File: src/rtl/collision_ci_pkg.sv
// Shared types and sizing for the collision custom-instruction driver.
package collision_ci_pkg;

  localparam int unsigned WORD_SIZE        = 32;
  localparam int unsigned TOTAL_WORDS      = 16;
  localparam int unsigned LOADS_PER_TARGET = 8;
  localparam int unsigned TARGET_BITS      = 5;
  localparam int unsigned PAIR_BITS        = $clog2(LOADS_PER_TARGET);

  typedef enum logic [2:0] {
    ST_IDLE     = 3'd0,
    ST_LD_ISSUE = 3'd1,
    ST_LD_WAIT  = 3'd2,
    ST_TG_ISSUE = 3'd3,
    ST_TG_WAIT  = 3'd4,
    ST_EMIT     = 3'd5
  } state_e;

endpackage

File: src/rtl/collision_msg_buf.sv
// Message word buffer: synchronous write port, two combinational read ports.
module collision_msg_buf #(
  parameter int unsigned WORD_SIZE = 32,
  parameter int unsigned DEPTH     = 16,
  parameter int unsigned AW        = $clog2(DEPTH)
) (
  input  logic                 clk,
  input  logic                 we,
  input  logic [AW-1:0]        waddr,
  input  logic [WORD_SIZE-1:0] wdata,
  input  logic [AW-1:0]        raddr_a,
  input  logic [AW-1:0]        raddr_b,
  output logic [WORD_SIZE-1:0] rdata_a,
  output logic [WORD_SIZE-1:0] rdata_b
);

  logic [WORD_SIZE-1:0] mem_q [DEPTH];

  always_ff @(posedge clk) begin
    if (we) mem_q[waddr] <= wdata;
  end

  assign rdata_a = mem_q[raddr_a];
  assign rdata_b = mem_q[raddr_b];

endmodule

File: src/rtl/collision_ci_driver.sv
// Drives the collision custom instruction: 8 message loads then one target query per result.
// Optional per-instruction watchdog enabled by defining CI_TIMEOUT_EN.
module collision_ci_driver
  import collision_ci_pkg::*;
#(
  parameter int unsigned WORD_SIZE      = collision_ci_pkg::WORD_SIZE,
  parameter int unsigned TOTAL_WORDS    = collision_ci_pkg::TOTAL_WORDS,
  parameter int unsigned TIMEOUT_CYCLES = 1024
) (
  input  logic                   clk,
  input  logic                   reset,
  input  logic                   wr_en,
  input  logic [3:0]             wr_addr,
  input  logic [WORD_SIZE-1:0]   wr_data,
  input  logic                   go,
  input  logic [TARGET_BITS-1:0] first_tgt,
  input  logic [TARGET_BITS-1:0] last_tgt,
  output logic                   busy,
  output logic                   ci_clk_en,
  output logic                   ci_reset,
  output logic                   ci_start,
  output logic                   ci_n,
  output logic [WORD_SIZE-1:0]   ci_dataa,
  output logic [WORD_SIZE-1:0]   ci_datab,
  input  logic                   ci_done,
  input  logic [WORD_SIZE-1:0]   ci_result,
  output logic                   res_valid,
  input  logic                   res_ready,
  output logic [TARGET_BITS-1:0] res_target,
  output logic [WORD_SIZE-1:0]   res_data,
  output logic                   err
);

  state_e                 state_q, state_d;
  logic [PAIR_BITS-1:0]   pair_q, pair_d;
  logic [TARGET_BITS-1:0] tgt_q, tgt_d, last_q, last_d;
  logic                   res_valid_q, res_valid_d;
  logic [TARGET_BITS-1:0] res_target_q, res_target_d;
  logic [WORD_SIZE-1:0]   res_data_q, res_data_d;
  logic                   err_q, err_d;
  logic                   abort_q, abort_d;
  logic                   timeout;
  logic                   in_ld, in_tg;
  logic [WORD_SIZE-1:0]   rd_a, rd_b;

  collision_msg_buf #(
    .WORD_SIZE (WORD_SIZE),
    .DEPTH     (TOTAL_WORDS),
    .AW        (4)
  ) u_buf (
    .clk     (clk),
    .we      (wr_en && !busy),
    .waddr   (wr_addr),
    .wdata   (wr_data),
    .raddr_a ({pair_q, 1'b0}),
    .raddr_b ({pair_q, 1'b1}),
    .rdata_a (rd_a),
    .rdata_b (rd_b)
  );

`ifdef CI_TIMEOUT_EN
  localparam int unsigned WD_BITS = $clog2(TIMEOUT_CYCLES + 1);
  logic [WD_BITS-1:0] wd_q, wd_d;

  always_comb begin
    wd_d    = wd_q;
    timeout = 1'b0;
    if (ci_start) begin
      wd_d = '0;
    end else if ((state_q == ST_LD_WAIT || state_q == ST_TG_WAIT) && !ci_done) begin
      wd_d    = wd_q + WD_BITS'(1);
      timeout = (wd_d == WD_BITS'(TIMEOUT_CYCLES));
    end
  end

  always_ff @(posedge clk) begin
    if (reset) wd_q <= '0;
    else       wd_q <= wd_d;
  end
`else
  logic [31:0] unused_timeout;
  assign unused_timeout = 32'(TIMEOUT_CYCLES);
  assign timeout        = 1'b0;
`endif

  always_comb begin
    state_d      = state_q;
    pair_d       = pair_q;
    tgt_d        = tgt_q;
    last_d       = last_q;
    res_valid_d  = res_valid_q;
    res_target_d = res_target_q;
    res_data_d   = res_data_q;
    err_d        = err_q;
    abort_d      = 1'b0;
    case (state_q)
      ST_IDLE: begin
        if (go) begin
          tgt_d   = first_tgt;
          last_d  = last_tgt;
          pair_d  = '0;
          err_d   = 1'b0;
          state_d = ST_LD_ISSUE;
        end
      end
      ST_LD_ISSUE: state_d = ST_LD_WAIT;
      ST_LD_WAIT: begin
        if (ci_done) begin
          pair_d  = pair_q + PAIR_BITS'(1);
          state_d = (pair_q == PAIR_BITS'(LOADS_PER_TARGET - 1)) ? ST_TG_ISSUE : ST_LD_ISSUE;
        end
      end
      ST_TG_ISSUE: state_d = ST_TG_WAIT;
      ST_TG_WAIT: begin
        if (ci_done) begin
          res_data_d   = ci_result;
          res_target_d = tgt_q;
          res_valid_d  = 1'b1;
          state_d      = ST_EMIT;
        end
      end
      ST_EMIT: begin
        if (res_ready) begin
          res_valid_d = 1'b0;
          if (tgt_q == last_q) begin
            state_d = ST_IDLE;
          end else begin
            tgt_d   = tgt_q + TARGET_BITS'(1);
            pair_d  = '0;
            state_d = ST_LD_ISSUE;
          end
        end
      end
      default: state_d = ST_IDLE;
    endcase
    // Watchdog expiry overrides whatever the wait state decided.
    if (timeout) begin
      state_d = ST_IDLE;
      err_d   = 1'b1;
      abort_d = 1'b1;
    end
  end

  always_ff @(posedge clk) begin
    if (reset) begin
      state_q      <= ST_IDLE;
      pair_q       <= '0;
      tgt_q        <= '0;
      last_q       <= '0;
      res_valid_q  <= 1'b0;
      res_target_q <= '0;
      res_data_q   <= '0;
      err_q        <= 1'b0;
      abort_q      <= 1'b0;
    end else begin
      state_q      <= state_d;
      pair_q       <= pair_d;
      tgt_q        <= tgt_d;
      last_q       <= last_d;
      res_valid_q  <= res_valid_d;
      res_target_q <= res_target_d;
      res_data_q   <= res_data_d;
      err_q        <= err_d;
      abort_q      <= abort_d;
    end
  end

  // Operands decode from state; the buffer is write-locked while busy so they hold through WAIT.
  assign in_ld      = (state_q == ST_LD_ISSUE) || (state_q == ST_LD_WAIT);
  assign in_tg      = (state_q == ST_TG_ISSUE) || (state_q == ST_TG_WAIT);
  assign busy       = (state_q != ST_IDLE);
  assign ci_clk_en  = 1'b1;
  assign ci_reset   = reset || abort_q;
  assign ci_start   = (state_q == ST_LD_ISSUE) || (state_q == ST_TG_ISSUE);
  assign ci_n       = in_tg;
  assign ci_dataa   = in_ld ? rd_a : (in_tg ? WORD_SIZE'(tgt_q) : '0);
  assign ci_datab   = in_ld ? rd_b : '0;
  assign res_valid  = res_valid_q;
  assign res_target = res_target_q;
  assign res_data   = res_data_q;
  assign err        = err_q;

endmodule

File: config.mk
export PLATFORM = sky130hd
export DESIGN_NAME = collision_ci_driver
export DESIGN_NICKNAME = d
export VERILOG_FILES = /design/src/rtl/collision_ci_pkg.sv /design/src/rtl/collision_msg_buf.sv /design/src/rtl/collision_ci_driver.sv
export SDC_FILE = /design/constraint.sdc
export NUM_CORES = 1
export LEC_CHECK = 0
export CAP_MARGIN = 30
export CORE_MARGIN = 1.5
export CORE_UTILIZATION = 25
export CTS_BUF_LIST = sky130_fd_sc_hd__clkbuf_8
export DETAILED_ROUTE_END_ITERATION = 6
export SYNTH_ARGS = -nofsm -noshare
export SYNTH_HDL_FRONTEND = slang
export SYNTH_SLANG_ARGS = --single-unit
File: constraint.sdc
create_clock -name clk -period 4.29 [get_ports clk]
set_input_delay 0.858 -clock clk [delete_from_list [all_inputs] [get_ports clk]]
set_output_delay 0.858 -clock clk [all_outputs]
set_load 0.1 [all_outputs]
### Word level (Yosys, flattened, before mapping)

Memories as Yosys holds them, arrays and structs flattened. A register that Yosys moved wholly into a read port is not among the register bits.
Index checks and enable logic that the tools add are counted.

* bits of input ports: 84
* output and inout bits: 108
* register bits: 54
* memory bits (writable): 512
* logic and storage cells: 66
* memories kept: 1

Memory list
* u_buf.mem_q: depth 16, width 32, rd ports 2, clocked after Yosys merged registers in 2, wr ports 1, RTL line collision_msg_buf.sv:17 `logic [WORD_SIZE-1:0] mem_q [DEPTH];`

* $add $sub $neg: 2
* reductions and logical operators: 16
* equality and inequality tests: 12
* multiplexer cells: 28

Operator list (count)
* 2-to-1 mux 32 bit: 2
* 2-to-1 mux 3 bit: 8
* 2-to-1 mux 5 bit: 4
* case mux 3 bit (6 select lines): 1
* 2-to-1 mux 4 bit: 4
* != test 2 bit, second input constant: 5
* case mux 5 bit (2 select lines): 1
* == test 3 bit, second input constant: 3
* case mux 3 bit (3 select lines): 1
* AND reduction 4 bit: 2
* == test 3 x 2 -> 1 bit, second input constant: 2
* nonzero test 3 bit: 2
* adder 5 x 1 -> 5 bit, second input constant: 1
* == test 5 bit: 1
* 2-to-1 mux 1 bit: 5
* AND reduction 5 bit: 1
* AND reduction 2 bit: 2
* nonzero test 2 bit: 2
* adder 3 x 1 -> 3 bit, second input constant: 1
* == test 3 x 1 -> 1 bit, second input constant: 1
* logical NOT 3 bit: 1
* logical OR 1 bit: 3
* AND reduction 3 bit: 1
* 2-to-1 mux 2 bit: 1
* 3 further kinds: 3

### Depth between registers and ports, before layout

Gate-level depths: netlist (run 1).

* depth in word-level cells: 6
* mapped depth: 7
* gate-level depth less buffers: 6

### Hierarchy

From an unflattened synthesis (run 1), not the netlist that was laid out.

* cell total of the unflattened synthesis: 1441
* area total of the unflattened synthesis: 25715.9 um2

By module, submodules not included
* collision_msg_buf: times used 1, seq. area each 15374.7 um2, area each 22905.7 um2, cells an instance 1077
* collision_ci_driver: times used 1, seq. area each 1081.0 um2, area each 2810.2 um2, cells an instance 364

### Worst setup path before layout (run 1)

Ideal clock, no wire load.

* path type: register to output
* start: reg state_q[0]
* end: out ci_dataa[0]
* data required time: 3.432 ns
* path slack: -1.084 ns
* stages on the path, launching flop included: 8
* arrival: 4.516 ns
* path buffers: 2
* path through: dfxtp_1 > buf_6 > buf_2 > nor2b_1 > nand2_1 > o21ai_1 > nand2_1 > o21ai_0

* longest elaborated chain between the ends: 4
* elaborated cells on any way between the ends: 8
* those cells by class: 4 x eq/ne; 2 x mux; 2 x reduce/logical

RTL lines
* from (decl): RTL line collision_ci_driver.sv:34 `state_e state_q, state_d;`
* from (signal assigned): RTL line collision_ci_driver.sv:156 `state_q <= state_d;`
* == test 3 x 2 -> 1 bit or == test 3 bit (tied branches): RTL line collision_ci_driver.sv:170 `assign in_tg = (state_q == ST_TG_ISSUE) || (state_q == ST_TG_WAIT);`
* logical OR 1 bit (*): RTL line collision_ci_driver.sv:170
* via ci_n: RTL line collision_ci_driver.sv:22 `output logic ci_n,`
* 2-to-1 mux 5 bit (*): RTL line collision_ci_driver.sv:176 `assign ci_dataa = in_ld ? rd_a : (in_tg ? WORD_SIZE'(tgt_q) : '0);`
* 2-to-1 mux 32 bit (*): RTL line collision_ci_driver.sv:176
* to (decl): RTL line collision_ci_driver.sv:23 `output logic [WORD_SIZE-1:0] ci_dataa,`

Mark *: on every way through the listed nets, which the timed path passes. The rest lies on a longest branch.

### Final worst setup path (run 1)

* start: reg state_q[0]
* end: out ci_dataa[0]

* longest elaborated chain between the ends: 4
* elaborated cells on any way between the ends: 8
* those cells by class: 4 x eq/ne; 2 x mux; 2 x reduce/logical

RTL lines (RTL line)
* == test 3 x 2 -> 1 bit or == test 3 bit (tied branches): collision_ci_driver.sv:170
* logical OR 1 bit: collision_ci_driver.sv:170
* 2-to-1 mux 5 bit: collision_ci_driver.sv:176
* 2-to-1 mux 32 bit (*): collision_ci_driver.sv:176

Mark *: on every way between the ends. The rest lies on a longest branch, timed or not.

==> results of run 1 <==
[sequential cells by signal, summed over array words and instances, names as in the netlist, named ones only]
register and cells:
tgt_q 5, res_target 5, state_q 3, u_buf.mem_q 512
last_q 5, res_valid 1, pair_q 3, res_data 32
[per-layer routing]
layer / part of all wire / wire length, µm / vias up
met5: 0.00068 / 37 / -
met4: 0.017 / 911 / 6
met3: 0.054 / 2941 / 76
met2: 0.50 / 27320 / 291
met1: 0.42 / 22900 / 5911
li1: - / - / 5048
[worst reg2reg max path, delay by kind of cell (launching register included)]
family / cells / cell delay, ps
DFF: 1 / 550
and+or+nand+nor: 3 / 1600
buffers and inverters: 1 / 280
[report_power, final]
| part | internal, mW | total, mW | switching (mW) |
|---|---|---|---|
| combinational | 0.304 | 1.10 | 0.796 |
| clock | 2.23 | 4.37 | 2.13 |
| sequential | 6.11 | 6.16 | 0.0435 |
[through the flow]
step                      setup slack, ps  instances    util  hold WS, ps  cell area (µm²)
after floorplan                     59.39       1140       -        449.6            21920
after global placement               1021       2454  0.2917        442.0            25300
after detailed placement             1030       2455  0.2920        448.0            25330
after CTS                           277.1       2625  0.3121        454.9            27080
after global routing                184.8       2625  0.3121        469.1            27080
final                               393.3       2625  0.3121        450.3            27080
[worst max path at each step]
stage	from	end	slack (ps)	cells after the start
6_report	state_q[0]	ci_dataa[0]	390	4
3_3_place_gp	state_q[0]	ci_dataa[0]	1020	4
2_1_floorplan	state_q[0]	ci_dataa[0]	60	7
4_1_cts	register	ci_dataa[1]	280	5
3_5_place_dp	register	ci_dataa[1]	1030	5
5_1_grt	state_q[0]	ci_dataa[0]	180	4
[Yosys cell counts, types with 3 or more instances]
cell	number	share of area
nand2b_1	3	0.00086
nand2_1	93	0.016
nand3_1	4	0.00091
o21ai_0	9	0.0021
nand4_1	3	0.00086
edfxtp_1	512	0.70
a211o_1	3	0.0012
clkbuf_1	14	0.0024
a21oi_1	48	0.011
buf_4	6	0.0021
dfxtp_1	57	0.052
nor2_1	86	0.015
mux2i_1	71	0.032
nor3_1	8	0.0018
or2_0	3	0.00086
or3_1	3	0.00086
inv_1	3	0.00051
xnor2_1	5	0.0020
buf_2	28	0.0064
mux4_2	128	0.13
buf_1	15	0.0026
nor2b_1	4	0.0011
ha_1	3	0.0017
[cell families after synthesis]
| logic type | count (synthesis) | share of synthesized area |
|---|---|---|
| DFF | 569 | 0.7536 |
| and+or+nand+nor | 218 | 0.04299 |
| muxes | 200 | 0.1645 |
| AOI/OAI and AO/OA | 73 | 0.01930 |
| buffers and inverters | 69 | 0.01519 |
| xor gates and xnor gates | 6 | 0.002398 |
| adders and majority gates | 3 | 0.001713 |
| other | 2 | 0.0003427 |
[cell type report]
class / instances / area [µm²]
clock buffer: 104 / 1431
clock inverter: 66 / 315.3
fill: 8469 / 59680
inverter: 3 / 11.26
multi-input combinational: 502 / 5191
sequential: 569 / 16530
tap: 1155 / 1445
timing repair buffer: 226 / 2155
==> results.yml, run 1 <==
critical_path:
  cp_top_family: "compound AO/OA/AOI/OAI gates"
  path_class: "register to output port"
  worst-path-max-fanout: 64
  cp.required_ps: 3430
  slowest_delay_ps: 820
  slowest_stage: "dfxtp_1"
  cp.arrival_ps: 3040
  reg2reg_to: "u_buf.mem_q[15][10]"
  reg2reg_depth: 4
  crit_path_cell_trace: "or2b_1, a21o_4, o21ai_0, buf_4"
  critPathBufInv: 1
  cp-end-kind: "output port"
  start_kind: "register"
  r2r-start: "state_q[0]"
  r2r_slack_ps: 1540
place:
  portBuffers: 189
  gp_congestion: 0.7677
  dpl.hpwl_mm: 32.51
floorplan:
  fp.coreArea_um2: 86750
  rows: 108
  io_pins: 192
  die_y_um: 299.1
  fp.dieW_um: 299.1
  dieArea_um2: 89450
  initial_core_util: 0.2526
global_routing:
  grt_pass1_wl_mm: 79.22
  grt_max_degree: 65
  use_met3: 0.03225
  busiest_layer: "met2"
  use_met1: 0.1481
  gr-total-overflow: 0
  use_met2: 0.2041
  grt_use_total: 0.1194
  grt_pass1_vias: 12042
  antenna_found_initial: 4
worst_hold_path:
  worstHoldStart: "res_data[7]"
  hp-class: "register to register"
  holdPathStages: 2
  holdPathEnd: "res_data[7]"
timing:
  tightestPinTransition_ps: 1014
  slew_violations: 0
  fmaxAchievable_mhz: 256.6
  slew_headroom: 0.3220
  fin_tns_setup_ps: 0
  rsz0062_at_grt: "false"
  timing.final.crit_share: 0.9083
  finalCriticalPeriod_ps: 3897
  setup_viol: 0
  fin_skew_ps: 23.16
  final_hold_viol_count: 0
cts:
  ctsHoldBuffers: 0
  cts_buffers: 93
  cts_htree_levels: 3
  cts_sinks: 569
  cts-root-buf: "clkbuf_8"
  cts_tree: "done"
  clock_latency_ps: 660
  post_cts_buffers: 0
  clk_pin_slew_ps: 60
  cts_buffer_depth: 3
  ctsResizeCount: 0
routing:
  drt-wirelength-per-cell_um: 20.62
  dr.first_iter.drc_count: 670
  routed_wl_mm: 54.12
  remaining_drc_errors: 0
  dr.pass1.iters: 5
  drtAntennaViolNets: 0
  via_count: 11332
  drt-vias-per-instance: 4.317
synthesis:
  yosys_warnings: 0
  syn-mean-instance-area_um2: 19.22
  seq_area_frac_synth: 0.7536
  async_flop_share: 0
  ys_types: 47
  synth_seq_cells: 569
  syn-num-nets: 1227
  synthCells: 1140
  syn_area_um2: 21920
  synth_edf_count: 512
  synthFlopType: "edfxtp_1"
power:
  vdd_drop_max_uv: 187.8
  powerDensity_nw_per_um2: 429.3
  power_mw: 11.62
  leakage_nw: 8.335
final_layout:
  final_common_cell: "edfxtp_1"
  nets: 1482
  drive_above_1_share: 0.2667
  area_growth_pct: 23.54
  layout_common_cells: "edfxtp_1 (512), mux4_2 (128), clkdlybuf4s50_1 (121), clkbuf_8 (104), nand2_1 (93)"
  antenna_cells: 0
job:
  cap_violations: 0
run_status:
  status: "completed"
Note: power is estimated with default switching activity, not from simulation.
==> run 2, diff against run 1 <==
DONT_BUFFER_PORTS = 1   (was unset)
==> run 2 against run 1 <==
Compared with the run above: fmax grew 0.53%; clock skew grew 25 ps; critical path depth grew 1; critical path type unchanged.
==> results.yml, run 2 (synthesized netlist as in run 1, its figures left out) <==
power:
  leakage_nw: 7.970
  vdd_drop_max_uv: 198.6
  powerDensity_nw_per_um2: 460.5
floorplan:
  die_y_um: 299.1
  fp.dieW_um: 299.1
  rows: 108
  initial_core_util: 0.2526
  io_pins: 192
  fp.coreArea_um2: 86750
  dieArea_um2: 89450
place:
  post-place-ws_ps: 1060
  dpl.hpwl_mm: 31.09
  gp_congestion: 0.7179
  portBuffers: 0
  placed_cell_area_um2: 24250
  dp_cells: 2332
final_layout:
  layout.cells.non_filler: 2498
  seq_area_um2: 16530
  area_growth_pct: 19.64
  drive_above_1_share: 0.3376
  largest_reg_flops: 512
  largest_register: "u_buf.mem_q"
  layout_common_cells: "edfxtp_1 (512), mux4_2 (128), clkbuf_8 (95), buf_4 (94), nand2_1 (93)"
  nets: 1361
  stdcell_area_um2: 26220
  final_common_cell: "edfxtp_1"
  nFillCells: 8464
  multi_input_area_um2: 5358
cts:
  ctsHoldBuffers: 0
  cts_tree: "done"
  post_cts_buffers: 0
  cts-root-buf: "clkbuf_8"
  cts_buffers: 94
  cts_sinks: 569
  clock_latency_ps: 710
  clk_pin_slew_ps: 60
  ctsResizeCount: 0
  cts_htree_levels: 3
  cts_buffer_depth: 3
timing:
  tightestPinTransition_ps: 988.3
  timing.final.crit_share: 0.9035
  fmaxAchievable_mhz: 258.0
  setup_viol: 0
  finalCriticalPeriod_ps: 3876
  slew_violations: 0
  rsz0062_at_grt: "false"
  setup_ws_ps: 413.8
  fin_tns_setup_ps: 0
  fin_skew_ps: 48.15
  slew_headroom: 0.3403
  final_hold_viol_count: 0
job:
  cap_violations: 0
routing:
  dr.first_iter.drc_count: 732
  via_count: 10927
  drtAntennaViolNets: 0
  dr.pass1.iters: 5
  drt-wirelength-per-cell_um: 21.50
  remaining_drc_errors: 0
  drt-vias-per-instance: 4.374
  routed_wl_mm: 53.70
critical_path:
  reg2reg_to: "u_buf.mem_q[0][7]"
  setup.worst_path.start: "state_q[1]"
  r2r-start: "state_q[2]"
  path_class: "register to output port"
  timing.critical_path.to: "ci_dataa[0]"
  slowest_delay_ps: 680
  cp.arrival_ps: 3020
  crit_path_cell_trace: "or2b_1, a21o_4, buf_4, o21ai_2, buf_4"
  cp-end-kind: "output port"
  r2r_slack_ps: 1680
  cp_common_cell: "buf_4"
  slowest_stage: "dfxtp_1"
  cp.required_ps: 3430
  worst-path-max-fanout: 33
  start_kind: "register"
  reg2reg_depth: 5
worst_hold_path:
  hp-class: "input pin to register"
global_routing:
  antenna_found_initial: 3
  grt_use_total: 0.1185
  grt_max_degree: 58
  grt_pass1_wl_mm: 78.02
  grt_pass1_vias: 11707
  gr-total-overflow: 0
run_status:
  status: "completed"
==> run 2: final cells by class <==
type	instances	share of cell area
tap	1155	0.05512
clock inverter	69	0.02415
inverter	3	0.0004295
clock buffer	95	0.04987
antenna	1	0.00009544
timing repair buffer	104	0.03569
sequential	569	0.6303
multi-input combinational	502	0.2043
==> run 2: per-layer routing <==
layer,vias up,track usage,share of wire
met5,-,0,0.00024
met4,2,0.03788,0.022
met3,77,0.03566,0.070
met2,328,0.2023,0.50
met1,5726,0.1431,0.41
li1,4794,-,-
==> run 2: stage by stage <==
step / power [mW] / hold slack, ps / utilization
finish: 12.07 / 222.7 / 0.3022
global route: 12.53 / 164.8 / 0.3022
CTS: 12.26 / 139.0 / 0.3019
detailed placement: 7.275 / 457.8 / 0.2795
global placement: 7.261 / 445.8 / 0.2784
floorplan: 7.010 / 449.6 / -
==> run 2: critical path, delay by kind of cell, from the launching register on <==
kind                   cells  cell delay (ps)
buffers and inverters      2              650
DFF                        1              680
AOI/OAI and AO/OA          2              660
and+or+nand+nor            1              320
==> run 2: how the worst min path moves through the flow <==
stage	start	endpoint	slack, ps	depth (start not counted)
3_3_place_gp	pair_q[1]	register	450	2
3_5_place_dp	pair_q[1]	register	460	2
6_report	reset	res_data[20]	220	1
5_1_grt	reset	tgt_q[0]	160	1
2_1_floorplan	pair_q[1]	register	450	2
4_1_cts	reset	tgt_q[1]	140	1
==> run 2: power by group <==
| group | total [mW] | switching (mW) | internal (mW) |
|---|---|---|---|
| registers | 6.17 | 0.0563 | 6.11 |
| clock network | 4.94 | 2.23 | 2.71 |
| logic | 0.969 | 0.723 | 0.246 |
